<file path="src/rtl/alu_sb_pkg.sv">
// Shared types and helpers for the ALU issue-stage RAW scoreboard.
package alu_sb_pkg;

  // Widest register address the tracking entry can hold; REG_AW must not exceed it.
  localparam int SB_AW_MAX   = 16;
  localparam int FWD_REGFILE = 0;

  typedef struct packed {
    logic                 valid;
    logic [SB_AW_MAX-1:0] dst;
  } sb_entry_t;

  function automatic int fwd_width(input int stages);
    return $clog2(stages + 1);
  endfunction

endpackage

</file>
<file path="src/rtl/alu_sb_match.sv">
// Compares one source operand against every tracking stage; reports the
// per-stage match vector and the youngest bypassable stage (k >= 1) as k+1.
module alu_sb_match
  import alu_sb_pkg::*;
#(
  parameter int STAGES = 2,
  parameter int FWD_W  = 2
) (
  input  logic [SB_AW_MAX-1:0]   src_addr,
  input  logic                   src_used,
  input  sb_entry_t [STAGES-1:0] pipe,
  output logic [STAGES-1:0]      match,
  output logic [FWD_W-1:0]       fwd_sel
);

  // NOTE: every variable written in a combinational block gets a default first,
  // so no path through the block leaves it unassigned and infers a latch.
  always_comb begin
    match = '0;
    for (int k = 0; k < STAGES; k++) begin
      match[k] = src_used && pipe[k].valid && (pipe[k].dst == src_addr);
    end
  end

  // Walk oldest to youngest so the lowest matching stage is the one left standing.
  always_comb begin
    fwd_sel = FWD_W'(FWD_REGFILE);
    for (int k = STAGES - 1; k >= 1; k--) begin
      if (match[k]) fwd_sel = FWD_W'(k + 1);
    end
  end

endmodule

</file>
<file path="src/rtl/alu_scoreboard.sv">
// RAW-hazard scoreboard for the ALU issue stage. Define ALU_SB_FWD_EN to bypass
// from stage 1 upward (fwd_sel_o) instead of stalling on every in-flight match.
module alu_scoreboard
  import alu_sb_pkg::*;
#(
  parameter int REG_AW  = 6,
  parameter int STAGES  = 2,
  parameter int NUM_SRC = 2,
  parameter int CNT_W   = 16,
  localparam int FWD_W  = fwd_width(STAGES)
) (
  input  logic                      clk_i,
  input  logic                      rst_ni,
  input  logic                      issue_valid_i,
  output logic                      issue_ready_o,
  input  logic [NUM_SRC*REG_AW-1:0] src_addr_i,
  input  logic [NUM_SRC-1:0]        src_used_i,
  input  logic [REG_AW-1:0]         dst_addr_i,
  input  logic                      dst_we_i,
  input  logic                      flush_i,
  output logic [NUM_SRC-1:0]        hazard_mask_o,
  output logic                      hazard_o,
  output logic                      busy_o,
  output logic [CNT_W-1:0]          stall_cnt_o
`ifdef ALU_SB_FWD_EN
  ,
  output logic [NUM_SRC*FWD_W-1:0]  fwd_sel_o
`endif
);

  sb_entry_t [STAGES-1:0]          pipe_q;
  logic [NUM_SRC-1:0][STAGES-1:0]  match;
  logic [NUM_SRC*FWD_W-1:0]        fwd_sel;
  logic                            fire;
  logic                            stall;

  for (genvar j = 0; j < NUM_SRC; j++) begin : g_src
    alu_sb_match #(
      .STAGES (STAGES),
      .FWD_W  (FWD_W)
    ) u_match (
      .src_addr (SB_AW_MAX'(src_addr_i[j*REG_AW +: REG_AW])),
      .src_used (src_used_i[j]),
      .pipe     (pipe_q),
      .match    (match[j]),
      .fwd_sel  (fwd_sel[j*FWD_W +: FWD_W])
    );

`ifdef ALU_SB_FWD_EN
    // Stage 0 is still executing, so only it forces a stall.
    assign hazard_mask_o[j] = match[j][0];
`else
    assign hazard_mask_o[j] = |match[j];
`endif
  end

`ifdef ALU_SB_FWD_EN
  assign fwd_sel_o = fwd_sel;
`endif

  assign hazard_o      = |hazard_mask_o;
  assign issue_ready_o = rst_ni && !flush_i && !hazard_o;
  assign fire          = issue_valid_i && issue_ready_o;
  assign stall         = issue_valid_i && !issue_ready_o;

  always_comb begin
    busy_o = 1'b0;
    for (int k = 0; k < STAGES; k++) busy_o = busy_o | pipe_q[k].valid;
  end

  // NOTE: state is updated with non-blocking assignments so each stage reads its
  // neighbour's pre-edge value; the tracking array is small flops, so the dst
  // fields are reset along with the valids rather than left as uninitialised storage.
  always_ff @(posedge clk_i) begin
    if (!rst_ni) begin
      pipe_q      <= '0;
      stall_cnt_o <= '0;
    end else begin
      pipe_q[0] <= '{valid: fire && dst_we_i, dst: SB_AW_MAX'(dst_addr_i)};
      for (int k = 1; k < STAGES; k++) begin
        pipe_q[k] <= '{valid: pipe_q[k-1].valid && !flush_i, dst: pipe_q[k-1].dst};
      end
      if (stall && (stall_cnt_o != '1)) stall_cnt_o <= stall_cnt_o + CNT_W'(1);
    end
  end

endmodule

</file>
<file path="config.mk">
export PLATFORM = sky130hd
export DESIGN_NAME = alu_scoreboard
export DESIGN_NICKNAME = d
export VERILOG_FILES = /design/src/rtl/alu_sb_pkg.sv /design/src/rtl/alu_sb_match.sv /design/src/rtl/alu_scoreboard.sv
export SDC_FILE = /design/constraint.sdc
export NUM_CORES = 1
export LEC_CHECK = 0
export ABC_AREA = 0
export CAP_MARGIN = 20
export CORE_AREA = 5 5 68 70
export CTS_CLUSTER_SIZE = 12
export DETAILED_ROUTE_END_ITERATION = 16
export DIE_AREA = 0 0 73 75
export PLACE_DENSITY = 0.77
export SLEW_MARGIN = 40
export SYNTH_ARGS = -nofsm -noshare
export SYNTH_HDL_FRONTEND = slang
export SYNTH_SLANG_ARGS = --single-unit
</file>
<file path="constraint.sdc">
create_clock -name clk_i -period 2.1 [get_ports clk_i]
set_input_delay 0.42 -clock clk_i [delete_from_list [all_inputs] [get_ports clk_i]]
set_output_delay 0.42 -clock clk_i [all_outputs]
set_load 0.02 [all_outputs]
</file>
==> flow_metrics.py, run 1 <==
metrics = {
    "floorplan": {
        "ios": 46,
        "start_util_pct": 40.5,
        "dieArea_um2": 5480,
        "num_rows": 23,
        "core_um2": 3910,
        "die_h_um": 75,
        "die_w_um": 73,
    },
    "setup_path": {
        "rr_endpoint": "stall_cnt_o[4]",
        "reg2reg_from": "pipe_q[22]",
        "crit_fanout": 3,
        "r2r_setup_slack_ns": 0.01,
        "crit_arrival_ns": 1.79,
        "startpoint_type": "input pin",
        "required_ns": 1.68,
        "cp-end-kind": "primary output",
        "r2r_cells": 7,
        "crit_type": "in2out",
        "cp-startpoint": "src_addr_i[8]",
    },
    "place": {
        "place_ws_ns": -0.863,
        "io_buffers": 45,
        "dp_hpwl_mm": 3.11,
        "place_congestion": 0.810,
        "dp.cells": 283,
    },
    "timing": {
        "finalCriticalPeriod_ns": 2.21,
        "setup_viol": 5,
        "hold_viol_final": 0,
        "finClkSkew_ns": 0.00621,
        "worst_slew_pin_slew_ns": 0.414,
        "setup_ws_ns": -0.111,
        "clock.fmax_ghz": 0.452,
        "tns_ns": -0.357,
        "rsz0062_at_grt": "yes",
        "timing.final.crit_share_pct": 105,
        "max-slew-margin-rel_pct": 72.3,
        "slew_viol_final": 0,
    },
    "logic_synthesis": {
        "async_reset_ff_share_pct": 0,
        "synth.yosys.seq_area_share_pct": 37.9,
        "yosys.area.top_type": "dfxtp_1",
        "yosys-top-cells-area": "dfxtp_1 (38%), xnor2_1 (7.2%), xor2_1 (6.6%)",
        "yosys_warnings": 0,
        "ys_ff_latch": 30,
        "yosysTopAreaCellShare_pct": 37.9,
        "synth_edf_count": 0,
        "avgSynthCellArea_um2": 9.00,
        "syn-instance-count": 176,
        "netlist_area_um2": 1580,
        "synth.distinct_cells": 33,
        "synth_flop_cell": "dfxtp_1",
        "synth.net_count": 202,
    },
    "clock_network": {
        "postCtsHoldBufs": 0,
        "cts_tree": "yes",
        "clk_path_buf_depth": 2,
        "numCtsBuffers": 5,
        "htreeDepth": 2,
        "clock_latency_ns": 0.28,
        "clock_sink_count": 30,
        "cts_root_buffer": "clkbuf_8",
        "path_clk_slew_ns": 0.07,
    },
    "worst_hold_path": {
        "min_from": "pipe_q[16]",
        "hold_end": "pipe_q[33]",
        "hold_path_class": "reg2reg",
        "whs_path_depth": 2,
    },
    "pwr": {
        "ir_drop_mv": 0.386,
        "power_leakage_uw": 0.000917,
        "p_per_area_nw_per_um2": 527,
    },
    "outcome": {
        "status": "finished with violations",
        "violations": "setup timing",
    },
    "finish": {
        "final_common_cell": "clkdlybuf4s50_1",
        "nets": 273,
        "area_growth_pct": 53.6,
        "n_antenna_cell": 0,
        "layout_common_cells": "clkdlybuf4s50_1 (31), dfxtp_1 (28), buf_4 (23), nand2_1 (19), and2_1 (15)",
        "fin_cells": 298,
        "fillers": 347,
        "layout-drive-gt1-share_pct": 24.6,
    },
    "routing": {
        "finalWirelength_mm": 4.40,
        "vias": 1508,
        "viasPerCell": 5.06,
        "drt_iter0_markers": 89,
        "wl_per_cell_um": 14.8,
        "ant_nets": 0,
        "drcViolationCount": 0,
        "drt_pass1_iterations": 4,
    },
    "global_route": {
        "grt.overflow.total": 0,
        "antenna_found_initial": 0,
        "grt_pass1_wl_mm": 6.73,
        "gr-usage-all-layers_pct": 16.0,
        "grt_max_degree": 33,
        "grt_pass1_vias": 1465,
    },
    "job": {
        "drv_cap": 0,
    },
}
## timing repair
item,CTS,global route
setup endpoints to repair,21,15
pin swaps,8,7
buffers inserted,6,1
gates resized for setup,45,15
cloned,0,0
## how the worst max path moves through the flow
stage,end,slack (ns),cells past startpoint
finish,hazard_o,-0.11,7
global route,hazard_o,-0.15,5
CTS,hazard_o,-0.12,5
detailed placement,hazard_o,-0.86,6
global placement,hazard_o,-0.83,6
floorplan,stall_cnt_o[12],-0.04,7
## layout make-up
type / instances / area (um2) / area share (%)
inverter: 2 / 7.51 / 0.309
clock buffer: 6 / 82.6 / 3.40
timing repair buffer: 70 / 639 / 26.3
sequential: 30 / 603 / 24.8
multi-input combinational: 138 / 1020 / 42.1
tap: 50 / 62.6 / 2.57
clock inverter: 2 / 12.5 / 0.514
## cell usage after synthesis, drive strengths merged (4+ instances only)
| cell | count |
|---|---|
| a21oi | 6 |
| and2 | 15 |
| clkbuf | 4 |
| dfxtp | 30 |
| mux2i | 9 |
| nand2 | 19 |
| nand2b | 9 |
| nand3 | 10 |
| nand4 | 4 |
| nor2 | 4 |
| nor3 | 5 |
| or3 | 4 |
| or4 | 7 |
| xnor2 | 13 |
| xor2 | 12 |
## report_power, final
part | internal, uW | total (uW) | leakage (uW) | switching, uW
Clock | 263 | 496 | 0.0000472 | 233
Combinational | 103 | 186 | 0.000624 | 83.5
Sequential | 584 | 598 | 0.000245 | 13.7
## critical path, cell delays in order
cell and delay [ns]:
clkdlybuf4s15_2 0.20, buf_4 0.14, xor2_1 0.15, or4_4 0.43
o22ai_4 0.18, or2_1 0.16, buf_6 0.12
## cells by family after synthesis
family / synth area share (%)
DFF: 37.9
adders and majority gates: 0.790
buffers and inverters: 2.45
and+or+nand+nor: 32.0
muxes: 5.69
xor gates and xnor gates: 13.8
AOI/OAI and AO/OA: 7.35
## sequential cells by signal (all words and copies together), names as in the netlist
| signal | count |
|---|---|
| stall_cnt_o | 16 |
| pipe_q | 14 |
## routing by layer
metal	vias up	GRT usage [%]	part of all wire, %
li1	749	-	-
met1	718	19.6	44
met2	34	27.0	50
met3	7	3.87	4.3
met4	0	6.76	1.7
met5	-	0	0
## through the flow
step | utilization (%) | area [um2] | total power, uW | hold WS (ns)
2_1_floorplan | - | 1610 | 694 | 0.430
3_3_place_gp | 56.7 | 2220 | 786 | 0.457
3_5_place_dp | 56.7 | 2220 | 790 | 0.458
4_1_cts | 60.3 | 2360 | 1280 | 0.469
5_1_grt | 62.1 | 2430 | 1330 | 0.483
6_report | 62.1 | 2430 | 1280 | 0.481
No activity file was read; power rests on OpenSTA's default activity.
==> inputs of run 2 (changes only) <==
--- a/config.mk
+++ b/config.mk
@@ -12,6 +12,7 @@
 export DETAILED_ROUTE_END_ITERATION = 16
 export DIE_AREA = 0 0 73 75
 export PLACE_DENSITY = 0.77
+export SETUP_SLACK_MARGIN = 0.05
 export SLEW_MARGIN = 40
 export SYNTH_ARGS = -nofsm -noshare
 export SYNTH_HDL_FRONTEND = slang
==> run 2 against run 1 <==
Setup slack worse by 0.037 ns. Sequential power about the same. Flip-flop and latch count did not move. Hold slack got worse by 0.020 ns. Critical path depth is 1 lower. Register-to-register slack worse by 0.14 ns. Cell area down 0.41%. The run still ends with setup timing left. Non-clock buffer count is 4 lower. Critical path type is now reg2out. Critical endpoint is now issue_ready_o. Routed wire length down 6.4%. Via count shrank 2.4%. Maximum frequency down 1.7%. Cell count is 1.3% lower.
==> flow_metrics.py, run 2 (synthesized netlist as in run 1, its figures left out) <==
metrics = {
    "finish": {
        "fin_cells": 294,
        "largest_reg_flops": 16,
        "largest_register": "stall_cnt_o",
        "area_growth_pct": 52.9,
        "n_antenna_cell": 0,
        "layout_common_cells": "clkdlybuf4s50_1 (32), dfxtp_1 (26), nand2_1 (19), buf_4 (18), and2_1 (15)",
        "layout-drive-gt1-share_pct": 24.6,
        "nets": 269,
        "final_common_cell": "clkdlybuf4s50_1",
        "biggestRegsByFlops": "stall_cnt_o (16), pipe_q (14)",
    },
    "worst_hold_path": {
        "hold_path_class": "reg2reg",
    },
    "clock_network": {
        "cts_tree": "yes",
        "path_clk_slew_ns": 0.06,
        "numCtsBuffers": 5,
        "postCtsHoldBufs": 0,
        "cts_root_buffer": "clkbuf_8",
        "clock_latency_ns": 0.28,
        "clk_path_buf_depth": 2,
        "clock_sink_count": 30,
        "htreeDepth": 2,
    },
    "place": {
        "dp_hpwl_mm": 3.03,
        "dp.cells": 285,
        "place_congestion": 0.797,
        "io_buffers": 45,
    },
    "routing": {
        "vias": 1472,
        "wl_met2_mm": 1.99,
        "dr.max_layer_used": "met4",
        "drcViolationCount": 0,
        "wl_per_cell_um": 14.0,
        "dr_wl_met3_um": 254,
        "viasPerCell": 5.01,
        "drt_pass1_iterations": 4,
        "drt-met1-wl_mm": 1.75,
        "finalWirelength_mm": 4.11,
        "drt_iter0_markers": 105,
        "ant_nets": 0,
    },
    "timing": {
        "rsz0062_at_grt": "yes",
        "slew_viol_final": 0,
        "holdWs_ns": 0.460,
        "max-slew-margin-rel_pct": 63.5,
        "clock.fmax_ghz": 0.445,
        "setup_ws_ns": -0.148,
        "finClkSkew_ns": 0.00240,
        "worst_slew_pin_slew_ns": 0.546,
        "hold_viol_final": 0,
        "timing.final.crit_share_pct": 107,
        "setup_viol": 9,
        "finalCriticalPeriod_ns": 2.25,
    },
    "setup_path": {
        "crit_type": "reg2out",
        "cp_slowest_stage_delay_ns": 0.52,
        "required_ns": 1.68,
        "path_cells": "xor2_1 -> or4_4 -> o22ai_4 -> buf_6 -> nor3_4 -> buf_6",
        "slowest_stage": "or4_4",
        "cpMostUsedCell": "buf_6",
        "crit_arrival_ns": 1.83,
        "startpoint_type": "register",
        "cp-end-kind": "primary output",
        "crit_fanout": 3,
    },
    "pwr": {
        "totalPowerFinal_uw": 1320,
        "p_int_uw": 1010,
        "p_per_area_nw_per_um2": 547,
        "netSwitchingPower_uw": 311,
        "combPwrFrac_pct": 13.6,
        "power_leakage_uw": 0.000907,
        "pwr-share-clk_pct": 41.2,
        "p_seq_share_pct": 45.3,
        "ir_drop_mv": 0.417,
        "swShare_pct": 23.5,
    },
    "outcome": {
        "status": "finished with violations",
        "violations": "setup timing",
    },
    "floorplan": {
        "die_w_um": 73,
        "ios": 46,
        "die_h_um": 75,
        "num_rows": 23,
        "core_um2": 3910,
        "start_util_pct": 40.5,
        "dieArea_um2": 5480,
    },
    "global_route": {
        "grt.overflow.total": 0,
        "antenna_found_initial": 0,
        "gr-usage-all-layers_pct": 15.9,
        "grt_max_degree": 33,
        "grt_pass1_vias": 1384,
        "grt_pass1_wl_mm": 6.66,
    },
    "job": {
        "drv_cap": 0,
    },
}
[run 2: cell count changes in the layout (fill, tap and decap cells not counted), sizes merged]
cell / previous run / this run
dlygate4sd2: 4 / 3
buf: 31 / 27
clkbuf: 6 / 9
clkdlybuf4s50: 31 / 32
clkinvlp: 1 / 0
dlymetal6s2s: 1 / 0
clkinv: 1 / 0
[run 2: path summary, 6_finish.rpt]
| kind | start | to | slack, ns | cells past startpoint |
|---|---|---|---|---|
| setup / recovery | pipe_q[19] | issue_ready_o | -0.15 | 6 |
| hold / removal | pipe_q[16] | pipe_q[33] | 0.46 | 2 |
| setup reg to reg | pipe_q[19] | stall_cnt_o[4] | -0.13 | 8 |
| hold reg to reg | pipe_q[16] | pipe_q[33] | 0.46 | 2 |
[run 2: layer usage]
metal,up-vias,track usage [%]
li1,740,-
met1,678,21.0
met2,43,24.1
met3,11,4.14
met4,0,7.79
met5,-,0
[run 2: timing repair]
item                                    CTS  global route
gates resized for setup                  51            14
endpoints found under the setup margin   21            20
pin swaps                                 8             6
buffers inserted                          1             0
[run 2: worst max-delay path, delay by kind of cell, from the launching register on]
| family | cells | cell delay, ns |
|---|---|---|
| and+or+nand+nor | 2 | 0.56 |
| DFF | 1 | 0.33 |
| buffers and inverters | 2 | 0.27 |
| AOI/OAI and AO/OA | 1 | 0.22 |
| xor gates and xnor gates | 1 | 0.15 |
[run 2: layout make-up]
type	count	area, um2
clock buffers	8	110
fillers	350	1490
inverters	2	7.51
multi-input cells	138	1030
flip-flops and latches	30	606
well taps	50	62.6
repair buffers	66	607
[run 2: through the flow]
stage / area [um2] / utilization, % / worst slack, ns / setup TNS, ns
after detailed placement: 2240 / 57.2 / -0.830 / -12.84
after floorplan: 1610 / - / -0.0428 / -0.174
after CTS: 2370 / 60.6 / -0.158 / -1.14
after global placement: 2240 / 57.2 / -0.824 / -12.19
after global routing: 2420 / 61.9 / -0.204 / -1.57
final: 2420 / 61.9 / -0.148 / -0.738
[run 2: power by group through the flow]
stage | clock, uW | combinational [uW] | sequential (uW)
floorplan | 0 | 81.9 | 613
global placement | 0 | 174 | 611
detailed placement | 0 | 177 | 611
CTS | 557 | 176 | 599
global route | 585 | 195 | 601
finish | 545 | 180 | 599
